## config.mk

```make
export PLATFORM = sky130hd
export DESIGN_NAME = writeback_commit_rob_flat
export DESIGN_NICKNAME = d
export VERILOG_FILES = /design/src/rtl/writeback_commit_rob_pkg.sv /design/src/rtl/writeback_commit_rob_if.sv /design/src/rtl/writeback_commit_rob_rr_arbiter.sv /design/src/rtl/writeback_commit_rob.sv /design/src/flat_wrapper.sv
export SDC_FILE = /design/constraint.sdc
export NUM_CORES = 2
export LEC_CHECK = 0
export ABC_AREA = 1
export CAP_MARGIN = 40
export CORE_MARGIN = 3
export CORE_UTILIZATION = 38
export DETAILED_ROUTE_END_ITERATION = 10
export PLACE_DENSITY = 0.62
export SLEW_MARGIN = 0
export SYNTH_ARGS = -nofsm -noshare
export SYNTH_HDL_FRONTEND = slang
export SYNTH_SLANG_ARGS = --single-unit
```

## constraint.sdc

```tcl
create_clock -name clk -period 3.5 [get_ports clk]
set_input_delay 0.7 -clock clk [delete_from_list [all_inputs] [get_ports clk]]
set_output_delay 0.7 -clock clk [all_outputs]
set_load 0.005 [all_outputs]
```

## src/rtl/writeback_commit_rob_pkg.sv

```systemverilog
// Shared types for the writeback/commit stage.
// Register-address width is fixed by the ISA, so it lives here rather than as a parameter.
package writeback_commit_rob_pkg;

    localparam int unsigned reg_addr_bits = 5;

    typedef logic [reg_addr_bits-1:0] reg_addr_t;

endpackage

```

## src/rtl/writeback_commit_rob_if.sv

```systemverilog
// Execute-to-writeback completion channels plus the complete and commit broadcasts.
// slave is the writeback stage; master is whatever drives the execute pipes.
interface writeback_commit_rob_if
    import writeback_commit_rob_pkg::*;
#(
    parameter int unsigned p_num_pipes    = 2,
    parameter int unsigned p_seq_num_bits = 5,
    parameter int unsigned p_addr_bits    = 32,
    parameter int unsigned p_data_bits    = 32
);
    logic [p_num_pipes-1:0]                     ex_val;
    logic [p_num_pipes-1:0]                     ex_rdy;
    logic [p_num_pipes-1:0][p_addr_bits-1:0]    ex_pc;
    logic [p_num_pipes-1:0][p_seq_num_bits-1:0] ex_seq_num;
    logic [p_num_pipes-1:0][reg_addr_bits-1:0]  ex_waddr;
    logic [p_num_pipes-1:0][p_data_bits-1:0]    ex_wdata;
    logic [p_num_pipes-1:0]                     ex_wen;

    logic                      complete_val;
    logic [p_seq_num_bits-1:0] complete_seq_num;
    reg_addr_t                 complete_waddr;
    logic [p_data_bits-1:0]    complete_wdata;
    logic                      complete_wen;

    logic                      commit_val;
    logic [p_addr_bits-1:0]    commit_pc;
    logic [p_seq_num_bits-1:0] commit_seq_num;
    reg_addr_t                 commit_waddr;
    logic [p_data_bits-1:0]    commit_wdata;
    logic                      commit_wen;

    modport master (
        output ex_val, ex_pc, ex_seq_num, ex_waddr, ex_wdata, ex_wen,
        input  ex_rdy,
        input  complete_val, complete_seq_num, complete_waddr, complete_wdata, complete_wen,
        input  commit_val, commit_pc, commit_seq_num, commit_waddr, commit_wdata, commit_wen
    );

    modport slave (
        input  ex_val, ex_pc, ex_seq_num, ex_waddr, ex_wdata, ex_wen,
        output ex_rdy,
        output complete_val, complete_seq_num, complete_waddr, complete_wdata, complete_wen,
        output commit_val, commit_pc, commit_seq_num, commit_waddr, commit_wdata, commit_wen
    );

endinterface

```

## src/rtl/writeback_commit_rob_rr_arbiter.sv

```systemverilog
// Round-robin arbiter: one-hot grant starting at ptr, ptr moves past the winner on a grant.
// Latency 0 (combinational grant); non-winning requesters simply see no grant and must hold.
module rr_arbiter #(
    parameter int unsigned p_num_req = 2
) (
    input  logic                 clk,
    input  logic                 rst,
    input  logic [p_num_req-1:0] req,
    output logic [p_num_req-1:0] gnt
);
    localparam int unsigned ptr_bits = (p_num_req > 1) ? $clog2(p_num_req) : 1;

    logic [ptr_bits-1:0] ptr;
    logic [ptr_bits-1:0] ptr_nxt;
    logic                found;

    function automatic logic [ptr_bits-1:0] after(input int i);
        return (i + 1 >= int'(p_num_req)) ? '0 : ptr_bits'(i + 1);
    endfunction

    // First pass searches ptr..N-1, second pass wraps around to 0..ptr-1.
    always_comb begin
        gnt     = '0;
        ptr_nxt = ptr;
        found   = 1'b0;
        for (int i = 0; i < int'(p_num_req); i++) begin
            if (!found && req[i] && i >= int'(ptr)) begin
                gnt[i]  = 1'b1;
                found   = 1'b1;
                ptr_nxt = after(i);
            end
        end
        for (int i = 0; i < int'(p_num_req); i++) begin
            if (!found && req[i]) begin
                gnt[i]  = 1'b1;
                found   = 1'b1;
                ptr_nxt = after(i);
            end
        end
    end

    always_ff @(posedge clk) begin
        if (rst) begin
            ptr <= '0;
        end else begin
            ptr <= ptr_nxt;
        end
    end

endmodule

```

## src/rtl/writeback_commit_rob.sv

```systemverilog
// Writeback/commit: arbitrates execute completions into a seq_num-indexed ROB, commits in order.
// Complete is same-cycle as accept, commit is 1 cycle later at the earliest; losing pipes hold val.
module writeback_commit_rob
    import writeback_commit_rob_pkg::*;
#(
    parameter int unsigned p_num_pipes   = 2,
    parameter int unsigned p_rob_entries = 32,
    parameter int unsigned p_addr_bits   = 32,
    parameter int unsigned p_data_bits   = 32
) (
    input  logic                  clk,
    input  logic                  rst,
    writeback_commit_rob_if.slave wb
);
    localparam int unsigned p_seq_num_bits = $clog2(p_rob_entries);

    typedef logic [p_seq_num_bits-1:0] seq_t;

    typedef struct packed {
        logic [p_addr_bits-1:0] pc;
        reg_addr_t              waddr;
        logic [p_data_bits-1:0] wdata;
        logic                   wen;
    } rob_entry_t;

    logic [p_num_pipes-1:0]   gnt;
    logic                     wr_en;
    seq_t                     wr_seq;
    rob_entry_t               wr_entry;
    int unsigned              wr_idx;

    rob_entry_t               rob [p_rob_entries];
    logic [p_rob_entries-1:0] valid;
    seq_t                     head;
    logic                     commit_fire;

    rr_arbiter #(.p_num_req(p_num_pipes)) u_arb (
        .clk (clk),
        .rst (rst),
        .req (wb.ex_val),
        .gnt (gnt)
    );

    // The arbiter only grants requesting pipes, so any grant is a transfer.
    assign wb.ex_rdy = gnt;

    always_comb begin
        wr_en    = 1'b0;
        wr_seq   = '0;
        wr_entry = '0;
        wr_idx   = 0;
        for (int i = 0; i < int'(p_num_pipes); i++) begin
            if (gnt[i]) begin
                wr_en          = 1'b1;
                wr_idx         = i;
                wr_seq         = wb.ex_seq_num[i];
                wr_entry.pc    = wb.ex_pc[i];
                wr_entry.waddr = wb.ex_waddr[i];
                wr_entry.wdata = wb.ex_wdata[i];
                wr_entry.wen   = wb.ex_wen[i];
            end
        end
    end

    assign wb.complete_val     = wr_en;
    assign wb.complete_seq_num = wr_seq;
    assign wb.complete_waddr   = wr_entry.waddr;
    assign wb.complete_wdata   = wr_entry.wdata;
    assign wb.complete_wen     = wr_entry.wen;

    assign commit_fire       = valid[head];
    assign wb.commit_val     = commit_fire;
    assign wb.commit_pc      = rob[head].pc;
    assign wb.commit_seq_num = head;
    assign wb.commit_waddr   = rob[head].waddr;
    assign wb.commit_wdata   = rob[head].wdata;
    assign wb.commit_wen     = rob[head].wen;

    // Write and commit never target the same slot, so clear and set can both land this edge.
    always_ff @(posedge clk) begin
        if (rst) begin
            valid <= '0;
            head  <= '0;
        end else begin
            if (commit_fire) begin
                valid[head] <= 1'b0;
                head        <= head + seq_t'(1);
            end
            if (wr_en) begin
                valid[wr_seq] <= 1'b1;
            end
        end
    end

    always_ff @(posedge clk) begin
        if (wr_en) begin
            rob[wr_seq] <= wr_entry;
        end
    end

`ifndef SYNTHESIS
    always @(posedge clk) begin
        if (!rst) begin
            if (wr_en) begin
                assert (!valid[wr_seq])
                    else $error("rob slot %0d written while still valid", wr_seq);
            end
            for (int i = 0; i < int'(p_num_pipes); i++) begin
                for (int j = i + 1; j < int'(p_num_pipes); j++) begin
                    if (wb.ex_val[i] && wb.ex_val[j]) begin
                        assert (wb.ex_seq_num[i] != wb.ex_seq_num[j])
                            else $error("pipes %0d and %0d present the same seq_num", i, j);
                    end
                end
            end
        end
    end

    function automatic string trace();
        if (wr_en) begin
            return $sformatf("g=%0d head=%0d pc=%h", wr_idx, head, wb.commit_pc);
        end
        return $sformatf("g=- head=%0d pc=%h", head, wb.commit_pc);
    endfunction
`endif

endmodule
```

## src/flat_wrapper.sv

```systemverilog
// flat-port wrapper written by rule: the top's interface ports become plain ports
module writeback_commit_rob_flat import writeback_commit_rob_pkg::*;
#(
    parameter int unsigned p_num_pipes   = 2,
    parameter int unsigned p_rob_entries = 32,
    parameter int unsigned p_addr_bits   = 32,
    parameter int unsigned p_data_bits   = 32
)
  (clk, rst, wb_ex_val, wb_ex_pc, wb_ex_seq_num, wb_ex_waddr, wb_ex_wdata, wb_ex_wen, wb_ex_rdy, wb_complete_val, wb_complete_seq_num, wb_complete_waddr, wb_complete_wdata, wb_complete_wen, wb_commit_val, wb_commit_pc, wb_commit_seq_num, wb_commit_waddr, wb_commit_wdata, wb_commit_wen);
  writeback_commit_rob_if #(.p_num_pipes(p_num_pipes), .p_addr_bits(p_addr_bits), .p_data_bits(p_data_bits)) wb_i ();
  input  logic clk;
  input  logic rst;
  input wire logic [$bits(wb_i.ex_val)-1:0] wb_ex_val;
  input wire logic [$bits(wb_i.ex_pc)-1:0] wb_ex_pc;
  input wire logic [$bits(wb_i.ex_seq_num)-1:0] wb_ex_seq_num;
  input wire logic [$bits(wb_i.ex_waddr)-1:0] wb_ex_waddr;
  input wire logic [$bits(wb_i.ex_wdata)-1:0] wb_ex_wdata;
  input wire logic [$bits(wb_i.ex_wen)-1:0] wb_ex_wen;
  output wire logic [$bits(wb_i.ex_rdy)-1:0] wb_ex_rdy;
  output wire logic [$bits(wb_i.complete_val)-1:0] wb_complete_val;
  output wire logic [$bits(wb_i.complete_seq_num)-1:0] wb_complete_seq_num;
  output wire logic [$bits(wb_i.complete_waddr)-1:0] wb_complete_waddr;
  output wire logic [$bits(wb_i.complete_wdata)-1:0] wb_complete_wdata;
  output wire logic [$bits(wb_i.complete_wen)-1:0] wb_complete_wen;
  output wire logic [$bits(wb_i.commit_val)-1:0] wb_commit_val;
  output wire logic [$bits(wb_i.commit_pc)-1:0] wb_commit_pc;
  output wire logic [$bits(wb_i.commit_seq_num)-1:0] wb_commit_seq_num;
  output wire logic [$bits(wb_i.commit_waddr)-1:0] wb_commit_waddr;
  output wire logic [$bits(wb_i.commit_wdata)-1:0] wb_commit_wdata;
  output wire logic [$bits(wb_i.commit_wen)-1:0] wb_commit_wen;
  assign wb_i.ex_val = wb_ex_val;
  assign wb_i.ex_pc = wb_ex_pc;
  assign wb_i.ex_seq_num = wb_ex_seq_num;
  assign wb_i.ex_waddr = wb_ex_waddr;
  assign wb_i.ex_wdata = wb_ex_wdata;
  assign wb_i.ex_wen = wb_ex_wen;
  assign wb_ex_rdy = wb_i.ex_rdy;
  assign wb_complete_val = wb_i.complete_val;
  assign wb_complete_seq_num = wb_i.complete_seq_num;
  assign wb_complete_waddr = wb_i.complete_waddr;
  assign wb_complete_wdata = wb_i.complete_wdata;
  assign wb_complete_wen = wb_i.complete_wen;
  assign wb_commit_val = wb_i.commit_val;
  assign wb_commit_pc = wb_i.commit_pc;
  assign wb_commit_seq_num = wb_i.commit_seq_num;
  assign wb_commit_waddr = wb_i.commit_waddr;
  assign wb_commit_wdata = wb_i.commit_wdata;
  assign wb_commit_wen = wb_i.commit_wen;
  writeback_commit_rob #(.p_num_pipes(p_num_pipes), .p_rob_entries(p_rob_entries), .p_addr_bits(p_addr_bits), .p_data_bits(p_data_bits)) u_core (.clk(clk), .rst(rst), .wb(wb_i));
endmodule
```

# Word level (Yosys, flattened, before mapping)
# Memories as Yosys holds them, arrays and structs flattened. A register that Yosys moved wholly into a read port is not among the register bits.
# Cells that the tools add are included.
# op_classes
addsub	1
order_cmp	5
muxes	28
n_bitwise	3
reduce_logical	11
# op_table
op	count
2-to-1 mux 70 bit	2
2-to-1 mux 32 bit	3
AND 32 bit	1
inverter 32 bit	1
OR 32 bit	1
2-to-1 mux 5 bit	4
2-to-1 mux 1 bit	16
< comparator 5 x 6 -> 1 bit (second input constant)	2
demux 1 bit (select 5 bit)	2
>= comparator 5 x 1 -> 1 bit (second input constant)	2
logical AND 1 bit	6
adder 5 x 1 -> 5 bit (second input constant)	1
binary-select mux 1 bit (select 5 bit)	1
logical NOT 1 bit	3
nonzero test 3 bit	1
OR reduction 2 bit	1
>= comparator 1 bit (first input constant)	1
# totals
reg_bits	38
ram_bits	2240
inputBits	154
out_inout_bits	122
word_cells	52
mem_count	1
# memory_table
memory	words	width	read_ports	rd_ports_with_merged_regs	wr	line	rtl
u_core.rob	32	70	1	1	1	writeback_commit_rob.sv:32	rob_entry_t rob [p_rob_entries];

# Longest topological paths before layout
# depth
ltp_word	19
depth_mapped	16
depth_no_buf	13

# Hierarchy
# A second synthesis with hierarchy kept.
# hier_totals
hier_cells	7168
hier_area_um2	91052.3
# by_module_without_submodules
mod	instances	cells_per_inst	area_each_um2	seq_area_each_um2
writeback_commit_rob	1	7157	90993.5	68105.3
rr_arbiter	1	11	58.8	20.0

# Worst setup path after synthesis
# No wires, ideal clock.
# synth_timing
path_kind	in2reg
from	input wb_ex_val[0]
to	memory u_core.rob[20][0] (netlist name) (enable)
setup_time_ns	0.424
arrival_ns	3.054
path_slack_ns	0.022
stages	8
path_buffers	1
path_cell_list	inv_1 > nor2_1 > nor2_4 > buf_2 > a21oi_1 > nor3_1 > nand2_1 > inv_1
# synth_via
elab_chain_cells	14
# synth_lines
element	line	rtl
start, declared	flat_wrapper.sv:13	input wire logic [$bits(wb_i.ex_val)-1:0] wb_ex_val;
logical AND 1 bit	writeback_commit_rob_rr_arbiter.sv:27	if (!found && req[i] && i >= int'(ptr)) begin
2-to-1 mux 1 bit	writeback_commit_rob_rr_arbiter.sv:27	
logical NOT 1 bit	writeback_commit_rob_rr_arbiter.sv:27	
logical AND 1 bit	writeback_commit_rob_rr_arbiter.sv:27	
2-to-1 mux 1 bit	writeback_commit_rob_rr_arbiter.sv:27	
logical NOT 1 bit	writeback_commit_rob_rr_arbiter.sv:34	if (!found && req[i]) begin
logical AND 1 bit	writeback_commit_rob_rr_arbiter.sv:34	
2-to-1 mux 1 bit	writeback_commit_rob_rr_arbiter.sv:34	
logical NOT 1 bit	writeback_commit_rob_rr_arbiter.sv:34	
logical AND 1 bit	writeback_commit_rob_rr_arbiter.sv:34	
2-to-1 mux 1 bit	writeback_commit_rob_rr_arbiter.sv:34	
2-to-1 mux 1 bit	writeback_commit_rob.sv:53	if (gnt[i]) begin
2-to-1 mux 1 bit	writeback_commit_rob.sv:96	if (wr_en) begin
2-to-1 mux 1 bit (not written as such)	writeback_commit_rob.sv:97	rob[wr_seq] <= wr_entry;
end, declared	writeback_commit_rob.sv:32	
# Parallel ways exist; a longest one is shown, timed or not.

==> metrics.md <==
| Metric | Value |
|---|---|
| # DRC | `0` |
| Commonest non-fill, non-tap cells in the layout | `2,240 x edfxtp_1, 1,151 x nor2_1, 999 x o21ai_0` |
| Chip width | `approximately 500 µm` |
| Vias in the first global route | `~60,000` |
| Hold_sp | `wb_ex_val[1]` |
| Max Clk Rate | `roughly 0.24 GHz` |
| Synthesis Warnings | `0` |
| Num CTS Buffers | `approximately 220` |
| Via-to-Cell Ratio | `5.76` |
| WP data required | `around 2.8 ns` |
| Final wirelength | `slightly above 300 mm` |
| RSZ-0062 raised after global routing | `true` |
| Worst path bufs/invs | `6` |
| Syn Area/Cell | `12.7 µm²` |
| Setup slack, reg-to-reg | `0.80 ns` |
| H-tree depth | `4` |
| Initial DRC count | `between 8,000 and 9,000` |
| Core area | `238,000 µm²` |
| Drt pass-1 iters | `8` |
| Syn Nets | `approximately 7,300` |
| Post-placement worst setup slack | `-0.132 ns` |
| Status | `finished with violations` |
| Mapped Area | `roughly 91,000 µm²` |
| Rows | `between 150 and 200` |
| I/O Buffers | `approximately 280` |
| Final Hold Fails | `0` |
| Post-Synthesis Cells | `~7,000` |
| Final setup fails | `slightly above 70` |
| Drt wl/cell | `27.4 µm` |
| Antenna Nets Post-Route | `0` |
| Grt ovf | `0` |
| Hold Path Class | `in -> reg` |
| Clock transition at path regs | `approximately 0.07 ns` |
| R2r worst-path depth | `12` |
| Insertion delay to the later sink of the worst-skew pair | `about 0.86 ns` |
| Critical path start-end classification | `reg -> out` |
| Total design power | `~81 mW` |
| Layout area overhead | `25.7%` |
| Boundary Pins | `~280` |
| Worst Setup Start Kind | `register` |
| Top Layer Used | `met5` |
| Worst setup margin | `-0.584 ns` |
| Die area | `245,000 µm²` |
| Crit path DAT | `~3.4 ns` |
| Crit path capture type | `output port` |
| Die Ht | `about 500 µm` |
| Met3 wire len | `between 20 and 30 mm` |
| Sequential power share | `0.384` |
| Clock Skew | `~0.046 ns` |
| CTS tree | `done` |
| Leak pwr | `39.7 nW` |
| Violated checks | `negative setup slack` |
| Worst Tran Pin Value | `approximately 0.8 ns` |
| Peak VDD IR | `around 0.00048 V` |
| Sw Pwr | `between 20 and 30 mW` |
| Root buf cell | `clkbuf_16` |
| Longest Clk Path Bufs | `3` |
| CTS sink cnt | `between 2,000 and 2,500` |
| Largest net degree at the start of global routing | `between 100 and 150` |
| Final net count | `~8,000` |
| RR Startpoint | `u_core.wb.commit_seq_num[0]` |
| Gr usage total | `0.231` |
| Synth cell types | `29` |
| CP Cell Sequence | `buf_12 -> clkinv_16 -> buf_16 -> buf_12 -> buf_16 -> o21ai_0 -> o221ai_1 -> nand3_1 -> nand2_1 -> nand2_1 -> nand2_1 -> clkdlybuf4s50_1` |
| MaxCap Viol Count | `0` |
| Pwr Density | `approximately 710 nW/µm²` |
| Initial antenna violation count | `18` |
| Comb pwr share | `0.319` |
| Met1 Routed Length | `121 mm` |
| Post-synthesis register bit count | `about 2,300` |
| Starting Density | `0.382` |
| Slowest stage cell, crit path | `clkdlybuf4s50_1` |
| Clock share of power | `0.297` |
| Most frequent CP cell | `nand2_1` |
| Slowest stage delay, CP | `0.46 ns` |
| Met2 routed WL | `around 140 mm` |
| End of the worst hold path | `u_core.u_arb.ptr` |
| Period utilization | `1.17` |
| Total Neg Setup Slack | `-16.04 ns` |
| Worst path top cell family by delay | `buffers and inverters` |
| Fillcell total | `between 20,000 and 25,000` |
| GPL Wtd Cong | `0.833` |
| First-pass GRT wire length | `approximately 420 mm` |
| Worst Hold Depth | `2` |
| Proportion of layout cells with a drive suffix above 1 | `0.175` |
| P_int | `55.0 mW` |
| Dpl hpwl | `~170 mm` |
| Sequential area share after synthesis | `0.748` |
| Switching portion of total power | `0.323` |
| Most common cell after layout, fill and taps aside | `edfxtp_1` |
| Vias | `about 64,000` |
| Min Clock Period, post-route | `4.08 ns` |
| Worst relative slew slack | `0.450` |
| Final Max Tran Viols | `0` |
| Crit Path Max Fanout | `28` |
worst register-to-register path: stages (launching register included):
cell     delay [ns]
dfxtp_2        0.38
buf_8          0.19
nand2_1        0.09
nand3_1        0.08
nand2_1        0.06
nand2_1        0.06
nand2_1        0.09
nor2_4         0.66
nand2_2        0.12
buf_4          0.29
inv_2          0.13
nand2_1        0.07
a21oi_1        0.35
logic make-up after synthesis:
logic type	Yosys count	share of synthesized area
flops	2283	0.748
simple gates	2264	0.0986
compound gates	1930	0.119
buf+inv	695	0.0335
fa+ha+maj	4	0.000550
metrics by stage:
step | hold slack, ns | instances | util | cell area [µm²]
6_report | 0.435 | 11200 | 0.480 | 114000
5_1_grt | 0.428 | 11200 | 0.480 | 114000
4_1_cts | 0.387 | 11000 | 0.465 | 111000
3_5_place_dp | 0.476 | 10600 | 0.427 | 102000
3_3_place_gp | 0.498 | 10600 | 0.427 | 102000
2_1_floorplan | 0.449 | 7176 | - | 91000
Yosys cell counts:
master    number  area [µm²]
buf_4         58         435
nand2_1      739        2770
inv_4          1        6.26
nand3_1      348        1740
o22ai_1      482        3020
nor2_4         3        33.8
buf_6          9         101
o22ai_2        1        12.5
o21ai_0     1152        5770
o21ai_1       83         415
a21oi_1       63         315
o221ai_1      78         683
a21oi_2        1        8.76
ha_1           4        50.1
clkbuf_1     319        1200
nor2_1      1161        4360
clkinv_1       1        3.75
dfxtp_1       43         861
nor3_2         1        10.0
inv_1        136         510
a22o_1        70         613
edfxtp_1    2240       67300
nor3_1        10        50.1
nand2_2        1        6.26
buf_1         41         154
nor2_2         1        6.26
buf_2        124         621
inv_2          5        18.8
clkbuf_2       1        5.00
layer usage:
metal  track usage  vias to the layer above
met5             0                        -
met4        0.0865                        2
met3        0.0333                      585
met2         0.373                     3643
met1         0.317                    32400
li1              -                    27800
how the worst max path moves through the flow:
stage | cells past startpoint | slack, ns | from | end
2_1_floorplan | 8 | 0.02 | wb_ex_val[0] | u_core.rob[20][0]
3_3_place_gp | 13 | -0.13 | wb_ex_val[0] | u_core.rob[4][9]
3_5_place_dp | 10 | -0.13 | register | wb_commit_wdata[1]
4_1_cts | 11 | -0.71 | register | wb_commit_wdata[1]
5_1_grt | 13 | -0.71 | register | wb_commit_pc[11]
6_report | 12 | -0.58 | register | wb_commit_wdata[24]
state kept, by name, indices dropped and copies added, names as in the netlist, named ones only:
name                      cells
u_core.wb.commit_seq_num      5
u_core.rob                 2240
u_core.valid                 32
u_core.u_arb.ptr              1
timing repair:
item,4_1_cts,5_1_grt
cloned,22,60
setup buffers,31,102
hold buffers,0,0
pin swaps,13,125
gates resized for setup,184,590
endpoints found under the setup margin,76,75
final cells by class:
type | instances | area, µm² | area share
inverter | 143 | 774 | 0.00677
timing repair buffer | 968 | 12900 | 0.113
antenna | 6 | 15.0 | 0.000131
multi-input combinational | 4198 | 21200 | 0.185
tap | 3167 | 3960 | 0.0346
clock inverter | 143 | 1490 | 0.0130
sequential | 2283 | 68200 | 0.596
timing repair inverter | 5 | 72.6 | 0.000634
clock buffer | 269 | 5820 | 0.0508
power by group through the flow:
| stage | Sequential [mW] | Clock (mW) | Combinational [mW] |
|---|---|---|---|
| 2_1_floorplan | 31.7 | 0 | 11.2 |
| 3_3_place_gp | 31.7 | 0 | 18.9 |
| 3_5_place_dp | 31.7 | 0 | 19.1 |
| 4_1_cts | 31.1 | 24.3 | 21.2 |
| 5_1_grt | 31.2 | 25.5 | 27.6 |
| 6_report | 31.1 | 24.1 | 25.9 |
No activity file was read; power rests on OpenSTA's default activity.
